===== config.mk =====
export PLATFORM = sky130hd
export DESIGN_NAME = calc2_port_driver
export DESIGN_NICKNAME = d
export VERILOG_FILES = /design/src/rtl/calc2_pkg.sv /design/src/rtl/calc2_rsp_fifo.sv /design/src/rtl/calc2_port_driver.sv
export SDC_FILE = /design/constraint.sdc
export NUM_CORES = 1
export LEC_CHECK = 0
export ABC_AREA = 1
export CAP_MARGIN = 15
export CORE_UTILIZATION = 56
export DETAILED_ROUTE_END_ITERATION = 8
export PLACE_DENSITY = 0.82
export SLEW_MARGIN = 20
export SYNTH_ARGS = -nofsm -noshare
export SYNTH_HDL_FRONTEND = slang
export SYNTH_HIERARCHICAL = 1
export SYNTH_SLANG_ARGS = --single-unit

===== constraint.sdc =====
create_clock -name c_clk -period 3.06 [get_ports c_clk]
set_clock_uncertainty 0.05 [all_clocks]
set_input_delay 0.459 -clock c_clk [delete_from_list [all_inputs] [get_ports c_clk]]
set_output_delay 0.459 -clock c_clk [all_outputs]
set_load 0.01 [all_outputs]

===== src/rtl/calc2_pkg.sv =====
// Shared types and constants for the calc2 port driver and its result FIFO.
// Command/response encodings match the calc2 engine; tags are 2 bits (4 in flight).
package calc2_pkg;

  localparam logic [3:0] CMD_NOP = 4'd0;
  localparam logic [3:0] CMD_ADD = 4'd1;
  localparam logic [3:0] CMD_SUB = 4'd2;
  localparam logic [3:0] CMD_SHL = 4'd5;
  localparam logic [3:0] CMD_SHR = 4'd6;

  localparam logic [1:0] RESP_NONE    = 2'd0;
  localparam logic [1:0] RESP_OK      = 2'd1;
  localparam logic [1:0] RESP_ERR     = 2'd2;
  localparam logic [1:0] RESP_TIMEOUT = 2'd3;

  typedef struct packed {
    logic [3:0]  cmd;
    logic [31:0] data1;
    logic [31:0] data2;
  } calc2_op_t;

  typedef struct packed {
    logic [1:0]  resp;
    logic [31:0] data;
    logic [1:0]  tag;
  } calc2_rsp_t;

  typedef enum logic [1:0] {
    DRV_IDLE = 2'd0,
    DRV_CMD  = 2'd1,
    DRV_DATA = 2'd2
  } drv_state_e;

  function automatic logic [1:0] lowest_free(input logic [3:0] busy);
    lowest_free = 2'd0;
    for (int i = 3; i >= 0; i--) begin
      if (!busy[i]) lowest_free = 2'(i);
    end
  endfunction

endpackage


===== src/rtl/calc2_rsp_fifo.sv =====
// 4-entry result FIFO; head visible the cycle after push, pop takes effect next edge.
// No internal backpressure: push while full is ignored (the tag budget keeps it unreachable).
module calc2_rsp_fifo
  import calc2_pkg::*;
(
  input  logic       clk,
  input  logic       reset,
  input  logic       push_vld,
  input  calc2_rsp_t push_dat,
  input  logic       pop,
  output calc2_rsp_t head_dat,
  output logic       full,
  output logic       empty
);

  calc2_rsp_t mem_q [4];
  calc2_rsp_t mem_d [4];
  logic [1:0] wr_q, wr_d, rd_q, rd_d;
  logic [2:0] cnt_q, cnt_d;
  logic       do_push, do_pop;

  assign full     = (cnt_q == 3'd4);
  assign empty    = (cnt_q == 3'd0);
  assign head_dat = mem_q[rd_q];
  assign do_push  = push_vld && !full;
  assign do_pop   = pop && !empty;

  always_comb begin
    for (int i = 0; i < 4; i++) mem_d[i] = mem_q[i];
    wr_d  = wr_q;
    rd_d  = rd_q;
    cnt_d = cnt_q;
    if (do_push) begin
      mem_d[wr_q] = push_dat;
      wr_d        = wr_q + 2'd1;
    end
    if (do_pop) rd_d = rd_q + 2'd1;
    case ({do_push, do_pop})
      2'b10:   cnt_d = cnt_q + 3'd1;
      2'b01:   cnt_d = cnt_q - 3'd1;
      default: cnt_d = cnt_q;
    endcase
  end

  always_ff @(posedge clk) begin
    if (reset) begin
      for (int i = 0; i < 4; i++) mem_q[i] <= '0;
      wr_q  <= '0;
      rd_q  <= '0;
      cnt_q <= '0;
    end else begin
      for (int i = 0; i < 4; i++) mem_q[i] <= mem_d[i];
      wr_q  <= wr_d;
      rd_q  <= rd_d;
      cnt_q <= cnt_d;
    end
  end

endmodule


===== src/rtl/calc2_port_driver.sv =====
// Issues tagged ops on the two-cycle calc2 request protocol, returns results in completion order.
// Latency: CMD one cycle after accept; op_ready drops with no free tag or gap pending. Option: CALC2_DRV_TIMEOUT_EN.
module calc2_port_driver
  import calc2_pkg::*;
#(
  parameter int unsigned ISSUE_GAP   = 0,
  parameter int unsigned TIMEOUT_CYC = 64
) (
  input  logic        c_clk,
  input  logic        reset,
  input  logic        op_valid,
  output logic        op_ready,
  input  logic [3:0]  op_cmd,
  input  logic [31:0] op_data1,
  input  logic [31:0] op_data2,
  output logic [3:0]  req_cmd_in,
  output logic [31:0] req_data_in,
  output logic [1:0]  req_tag_in,
  input  logic [1:0]  out_resp,
  input  logic [31:0] out_data,
  input  logic [1:0]  out_tag,
  output logic        rsp_valid,
  input  logic        rsp_ready,
  output logic [1:0]  rsp_resp,
  output logic [31:0] rsp_data,
  output logic [1:0]  rsp_tag,
  output logic [3:0]  tags_busy,
  output logic        err_spurious
);

  drv_state_e state_q, state_d;
  calc2_op_t  op_q, op_d;
  logic [1:0] tag_q, tag_d;
  logic [2:0] gap_q, gap_d;
  logic [3:0] busy_q, busy_d;
  logic [3:0] outst_q, outst_d;
  logic       err_q, err_d;
  logic       rst_dly_q;

  logic       accept, any_free, pop, cap_hit, to_vld, push_vld;
  logic       fifo_full, fifo_empty;
  logic [1:0] free_tag, to_tag;
  calc2_rsp_t push_dat, head_dat;

  assign any_free = |(~busy_q);
  assign free_tag = lowest_free(busy_q);
  assign accept   = op_valid && op_ready;
  assign pop      = rsp_valid && rsp_ready;
  assign cap_hit  = (out_resp != RESP_NONE) && outst_q[out_tag];

  always_ff @(posedge c_clk) begin
    if (reset) state_q <= DRV_IDLE;
    else       state_q <= state_d;
  end

  always_comb begin
    state_d = state_q;
    case (state_q)
      DRV_IDLE: if (accept) state_d = DRV_CMD;
      DRV_CMD:  state_d = DRV_DATA;
      DRV_DATA: state_d = accept ? DRV_CMD : DRV_IDLE;
      default:  state_d = DRV_IDLE;
    endcase
  end

  // rst_dly_q holds op_ready low for the first cycle after reset releases.
  always_comb begin
    op_ready    = 1'b0;
    req_cmd_in  = '0;
    req_data_in = '0;
    req_tag_in  = '0;
    case (state_q)
      DRV_IDLE: op_ready = any_free && (gap_q == 3'd0) && !rst_dly_q && !reset;
      DRV_CMD: begin
        req_cmd_in  = op_q.cmd;
        req_data_in = op_q.data1;
        req_tag_in  = tag_q;
      end
      DRV_DATA: begin
        req_data_in = op_q.data2;
        op_ready    = (ISSUE_GAP == 0) && any_free && !reset;
      end
      default: op_ready = 1'b0;
    endcase
  end

  always_comb begin
    op_d    = op_q;
    tag_d   = tag_q;
    gap_d   = gap_q;
    busy_d  = busy_q;
    outst_d = outst_q;
    err_d   = err_q;
    if (accept) begin
      op_d              = '{cmd: op_cmd, data1: op_data1, data2: op_data2};
      tag_d             = free_tag;
      busy_d[free_tag]  = 1'b1;
      outst_d[free_tag] = 1'b1;
    end
    if (state_q == DRV_DATA)
      gap_d = 3'(ISSUE_GAP);
    else if (state_q == DRV_IDLE && gap_q != 3'd0)
      gap_d = gap_q - 3'd1;
    if (cap_hit) outst_d[out_tag] = 1'b0;
    if (out_resp != RESP_NONE && !outst_q[out_tag]) err_d = 1'b1;
    if (to_vld) outst_d[to_tag] = 1'b0;
    if (pop) busy_d[head_dat.tag] = 1'b0;
  end

  always_ff @(posedge c_clk) begin
    if (reset) begin
      op_q      <= '0;
      tag_q     <= '0;
      gap_q     <= '0;
      busy_q    <= '0;
      outst_q   <= '0;
      err_q     <= 1'b0;
      rst_dly_q <= 1'b1;
    end else begin
      op_q      <= op_d;
      tag_q     <= tag_d;
      gap_q     <= gap_d;
      busy_q    <= busy_d;
      outst_q   <= outst_d;
      err_q     <= err_d;
      rst_dly_q <= 1'b0;
    end
  end

`ifdef CALC2_DRV_TIMEOUT_EN
  logic [7:0] to_cnt_q [4];
  logic [7:0] to_cnt_d [4];

  // A timeout losing to a real capture retries next cycle (>= compare).
  always_comb begin
    to_vld = 1'b0;
    to_tag = 2'd0;
    for (int i = 0; i < 4; i++) begin
      to_cnt_d[i] = to_cnt_q[i];
      if (outst_q[i] && to_cnt_q[i] != 8'hff) to_cnt_d[i] = to_cnt_q[i] + 8'd1;
      if (accept && free_tag == 2'(i)) to_cnt_d[i] = '0;
      if (!to_vld && outst_q[i] && to_cnt_q[i] >= 8'(TIMEOUT_CYC - 1)) begin
        to_vld = 1'b1;
        to_tag = 2'(i);
      end
    end
    if (cap_hit) to_vld = 1'b0;
  end

  always_ff @(posedge c_clk) begin
    if (reset) begin
      for (int i = 0; i < 4; i++) to_cnt_q[i] <= '0;
    end else begin
      for (int i = 0; i < 4; i++) to_cnt_q[i] <= to_cnt_d[i];
    end
  end
`else
  assign to_vld = 1'b0;
  assign to_tag = 2'd0;
`endif

  assign push_vld = (cap_hit || to_vld) && !fifo_full;
  assign push_dat = cap_hit ? '{resp: out_resp, data: out_data, tag: out_tag}
                            : '{resp: RESP_TIMEOUT, data: 32'd0, tag: to_tag};

  calc2_rsp_fifo u_rsp_fifo (
    .clk      (c_clk),
    .reset    (reset),
    .push_vld (push_vld),
    .push_dat (push_dat),
    .pop      (pop),
    .head_dat (head_dat),
    .full     (fifo_full),
    .empty    (fifo_empty)
  );

  assign rsp_valid    = !fifo_empty;
  assign rsp_resp     = fifo_empty ? 2'd0  : head_dat.resp;
  assign rsp_data     = fifo_empty ? 32'd0 : head_dat.data;
  assign rsp_tag      = fifo_empty ? 2'd0  : head_dat.tag;
  assign tags_busy    = busy_q;
  assign err_spurious = err_q;

endmodule


; ---- Yosys cells after proc, flatten, opt, wreduce, memory -nomap -nowiden
; Memory sizes are Yosys's and may differ from the RTL's. A register that Yosys moved wholly into a read port is not among the register bits.
; Cells that the tools add are included.
[op_classes]
add_sub_neg = 5
order_cmp = 8
eq_ne = 6
mux = 41
bitwise_logic = 12
n_reduce_logical = 29
[op_table]
columns = operator, count
row1 = two-way mux 36 bit, 6
row2 = bitwise mux 144 bit, 1
row3 = two-way mux 144 bit, 1
row4 = demux 36 bit (select 2 bit), 1
row5 = one-hot mux 32 bit (2 select lines), 1
row6 = two-way mux 32 bit, 1
row7 = two-way mux 2 bit, 10
row8 = two-way mux 4 bit, 5
row9 = logical AND 1 bit, 16
row10 = NOT 4 bit, 3
row11 = "less-than comparator 2 x 3 -> 1 bit, second input constant", 3
row12 = AND 4 bit, 2
row13 = two-way mux 1 bit, 8
row14 = OR 4 bit, 2
row15 = demux 1 bit (select 2 bit), 3
row16 = "greater-or-equal comparator 2 x 1 -> 1 bit, second input constant", 3
row17 = zero test 3 bit, 2
row18 = one-hot mux 2 bit (3 select lines), 1
row19 = one-hot mux 3 bit (2 select lines), 1
row20 = "subtractor 3 x 1 -> 3 bit, second input constant", 2
row21 = zero test 1 bit, 5
row22 = "adder 2 x 1 -> 2 bit, second input constant", 2
row23 = "== test 2 x 1 -> 1 bit, second input constant", 2
row24 = "== test 2 bit, second input constant", 2
row25 = other kinds (14), 18
[word_totals]
ff_bits = 92
ram_bits = 144
in_bits = 108
out_inout_bits = 81
elab_cells = 115
n_memories = 1
[mem_list]
columns = memory, depth, width, rd, rd_clocked_by_memory_dff, wr, line
row1 = u_rsp_fifo.mem_q, 4, 36, 5, 1, 4, calc2_rsp_fifo.sv:16  ; calc2_rsp_t mem_q [4];

; ---- Logic depth before layout (Yosys ltp)
[depth]
word_depth = 12
depth_mapped = 19
ltp_nobuf = 17

; ---- By module
; The synthesis kept the hierarchy.
[by_module_without_submodules]
columns = mod, n_inst, cells_each, area_per_inst_um2, seq_area_each_um2
row1 = calc2_rsp_fifo, 1, 1390, 8568.2, 3062.9
row2 = calc2_port_driver, 1, 729, 4679.5, 1701.6

; ---- Worst setup path after synthesis
; Ideal clock, no wire load.
[synth_timing]
kind = input port to flip-flop
from = in out_tag[0]
to = reg u_rsp_fifo.cnt_q[2]
setup_ns = 0.113
t_arrival_ns = 2.257
required_time_ns = 2.897
setup_slack_ns = 0.640
cell_stages = 19
n_path_buf = 2
path_cell_list = inv_1 -> nand2_1 -> nand2_1 -> nand2_1 -> nand2_1 -> nand2_2 -> nor2_1 -> buf_4 -> buf_2 -> nand2_1 -> ha_1 -> inv_1 -> fa_1 -> inv_1 -> nand2_1 -> nand3_1 -> nand2_1 -> nand2_1 -> nor2_1
[synth_between]
elab_chain_len = 7
word_cells_on_any_way = 9
cone_classes = 2 x eq/ne / 3 x mux / 4 x reduce/logical
[synth_rtl]
columns = item, line
row1 = start: declaration, calc2_port_driver.sv:21  ; input logic [1:0] out_tag,
row2 = binary-select mux 1 bit (select 2 bit) (*), calc2_port_driver.sv:49  ; assign cap_hit = (out_resp != RESP_NONE) && outst_q[out_tag];
row3 = two-way mux 1 bit (implied by the code) (*), calc2_port_driver.sv:49
row4 = logical AND 1 bit (*), calc2_port_driver.sv:49
row5 = logical AND 1 bit (*), calc2_port_driver.sv:162  ; assign push_vld = (cap_hit || to_vld) && !fifo_full;
row6 = via push_vld, calc2_port_driver.sv:40  ; logic accept, any_free, pop, cap_hit, to_vld, push_vld;
row7 = logical AND 1 bit (*), calc2_rsp_fifo.sv:25  ; assign do_push = push_vld && !full;
row8 = == test 2 x 1 -> 1 bit or == test 2 bit (tied branches), calc2_rsp_fifo.sv:38  ; case ({do_push, do_pop})
row9 = one-hot mux 3 bit (2 select lines) or nonzero test 2 bit (tied branches), --
row10 = end signal: assignment, calc2_rsp_fifo.sv:55  ; cnt_q <= cnt_d;
row11 = end: declaration, calc2_rsp_fifo.sv:19  ; logic [2:0] cnt_q, cnt_d;
; The timed path passes the listed nets; every way through them passes the cells marked *. The select of a mux whose other input is x is not followed.
; A chain may end at the register's enable or synchronous reset.

==> metrics.md <==
| Metric | Value |
|---|---|
| Area taken by multi-input logic gates | roughly 6000 µm² |
| Critical path startpoint category | register |
| H-Tree Depth | 1 |
| Unrepaired setup endpoints after global routing | yes |
| Sw Share | 28.8% |
| Num ports | around 190 |
| Fraction of layout cells with a size suffix above 1 | approximately 5.8% |
| CTS tree | built |
| WP data arrival | roughly 2.5 ns |
| Num rows | 55 |
| Gr usage total | 29.5% |
| Vias in the first global route | 12100 |
| Die W | 156 µm |
| DR iter-0 viols | 1366 |
| Status | finished clean |
| WP data required | 2.55 ns |
| DP HPWL | 21900 µm |
| Leakage | 6.77 nW |
| Clock Latency Late Sink | 0.53 ns |
| Worst R2R Path Depth | 14 |
| Peak supply drop | roughly 0.45 mV |
| HP Start | reset |
| Number of synthesized register bits | 238 |
| Hold Fails Final Rpt | 0 |
| CTS max path bufs | 3 |
| Synth Instances | 2119 |
| Remaining DRCs | 0 |
| Yosys cell types | 28 |
| NumNets Final | 2343 |
| Largest net degree at the start of global routing | 83 |
| Hold-fix buffers at CTS | 0 |
| Clock slew at reported path FFs | 0.06 ns |
| Vias | 13400 |
| Final setup violation count | 0 |
| Mapped Nets | 2240 |
| Die Height | 156 µm |
| GR Overflow Total | 0 |
| Die area | 24300 µm² |
| Pre-Repair DR Iteration Count | 9 |
| Wirelength per Cell | between 10 and 15 µm |
| Combinational power share | between 10% and 20% |
| Max Cap Viol | 0 |
| Min Tclk post-route | ~3.0 ns |
| NetSw | 0.00225 W |
| Initial antenna violation count | 0 |
| Worst slack at placement | between 0.08 and 0.09 ns |
| Num CTS Buffers | 26 |
| Post-synth top area cell | dfxtp_1 |
| Setup tns final | 0 ns |
| Synth Area per Inst | about 6.3 µm² |
| Period utilization | 97.7% |
| FF-to-FF End | u_rsp_fifo/cnt_q[2] |
| Routed vias/inst | 5.23 |
| Seq. cell area | between 4000 and 5000 µm² |
| Slew Limit Fails | 0 |
| Filler instances | between 1500 and 2000 |
| Max_slew headroom | 41.2% |
| Ys Warns | 6 |
| CTS sink cnt | around 240 |
| CP endpoint kind | output port |
| I/O Buffers | 188 |
| Synth top area cells | dfxtp_1 36%, nand2_1 13%, inv_1 12% |
| Initial Utilization | between 50 and 60% |
| Worst Hold Depth | 1 |
| GP Congestion | 0.832 |
| Most frequent cells in the layout | 475 x nand2_1, 439 x inv_1, 301 x nor2_1, 237 x dfxtp_1, 186 x clkdlybuf4s50_1 |
| Final Cell Area | 15900 µm² |
| Cell Int Power | 0.00555 W |
| Commonest non-fill, non-tap cell in the layout | nand2_1 |
| Clock share of power | between 40% and 50% |
| Post-CTS setup buffer count | 0 |
| Placed Area | 15100 µm² |
| Final worst slack | 0.0715 ns |
| Max frequency | roughly 0.33 GHz |
| Worst r2r src | u_rsp_fifo/cnt_q[2] |
| Antenna-violating nets left | 0 |
| Root Driver | clkbuf_16 |
| Seq/Total Area, Yosys | between 30% and 40% |
| Core outline area | 22900 µm² |
| Pwr dens | 489 nW/µm² |
| Diodes inserted | 0 |
| Hold Path Class | input port to register |
| Hold EP | rst_dly_q |
| First-pass GRT wire length | 59100 µm |
| CP Max Fanout | 36 |
| Final Util | 69.5% |
| Crit Path Category | register to output port |
| Synthesized area | 13200 µm² |
| Top cell type's share of synthesized area | a little over a third |
| Worst-Margin Slew | 0.881 ns |
| Final WL | 37000 µm |
| Sequential share of power | 42.4% |
| Syn-to-layout area delta | 20.2% |
| R2R setup slack | 0.55 ns |
## cells in the mapped netlist
master and count:
nand2_1 475, inv_1 440, nor2_1 302, dfxtp_1 238, nand4_1 147, a21oi_1 111
nand3_1 79, buf_2 64, o21ai_0 48, clkbuf_1 41, o22ai_1 37, o21ai_1 30
buf_1 23, buf_6 19, ha_1 12, nand2_2 12, a21oi_2 10, nand3_2 10
nand3_4 5, inv_2 4, buf_4 2, buf_8 2, nor2_2 2, nor2_4 2
a211oi_1 1, fa_1 1, nand2_8 1, nor3_1 1
## metal layers
layer | global-route usage, % | wire [µm] | share of wire, % | vias up
met4 | 13.7 | 1550 | 4.2 | 0
met1 | 38.6 | 15600 | 42 | 6022
met3 | 3.00 | 2390 | 6.5 | 99
met2 | 48.8 | 17500 | 47 | 525
li1 | - | - | - | 6712
met5 | 0 | 0 | 0 | -
## through the flow
| step | hold slack, ns | power, W | instances |
|---|---|---|---|
| 2_1_floorplan | 0.375 | 0.00429 | 2119 |
| 3_3_place_gp | 0.393 | 0.00468 | 2507 |
| 3_5_place_dp | 0.406 | 0.00470 | 2507 |
| 4_1_cts | 0.112 | 0.00779 | 2552 |
| 5_1_grt | 0.125 | 0.00809 | 2552 |
| 6_report | 0.120 | 0.00780 | 2552 |
## layout make-up
cell class | count | area share, %
clock inverter | 6 | 0.346
tap | 313 | 2.46
inverter | 444 | 10.5
clock buffer | 39 | 4.96
sequential | 238 | 29.9
multi-input combinational | 1286 | 37.7
timing repair buffer | 226 | 14.1
## worst max-delay path by stage
stage,endpoint,slack (ns)
global route,rsp_tag[1],-0.01
detailed placement,u_rsp_fifo/mem_q[1][11],0.08
global placement,u_rsp_fifo/mem_q[0][8],0.16
finish,rsp_tag[0],0.07
CTS,rsp_data[2],0.01
floorplan,u_rsp_fifo/cnt_q[2],0.64
## state kept, by name, summed over array words and instances (netlist names), named ones only
signal	flops
err_spurious	1
gap_q	3
op_q	68
outst_q	4
rst_dly_q	1
state_q	2
tag_q	2
tags_busy	4
u_rsp_fifo/cnt_q	3
u_rsp_fifo/mem_q	144
u_rsp_fifo/rd_q	2
u_rsp_fifo/wr_q	2
## logic make-up (layout without fill, tap and decap cells)
| kind of cell | after synthesis | after routing | synth area share [%] |
|---|---|---|---|
| simple gates | 1036 | 1036 | 34.4 |
| buf+inv | 595 | 715 | 18.8 |
| flops | 238 | 238 | 36.0 |
| compound gates | 237 | 237 | 9.61 |
| fa+ha+maj | 13 | 13 | 1.28 |
## power groups by stage
stage          clock, W  combinational, W  sequential (W)
2_1_floorplan         0          0.000940         0.00335
3_3_place_gp          0           0.00132         0.00336
3_5_place_dp          0           0.00134         0.00337
4_1_cts         0.00314           0.00135         0.00330
5_1_grt         0.00327           0.00152         0.00331
6_report        0.00312           0.00138         0.00330
## what timing repair did
action	CTS	global route
gates resized for setup	2	4
endpoints found under the setup margin	1	55
endpoints found under the hold margin	0	0
## worst max-delay path, stage by stage, from the launching register on
cell and delay (ns):
dfxtp_1 0.36, clkbuf_8 0.32, o21ai_0 0.14, o22ai_1 0.32, inv_1 0.15, nor2_1 0.12
clkdlybuf4s50_1 0.54
Power figures use the tool's default switching activity.
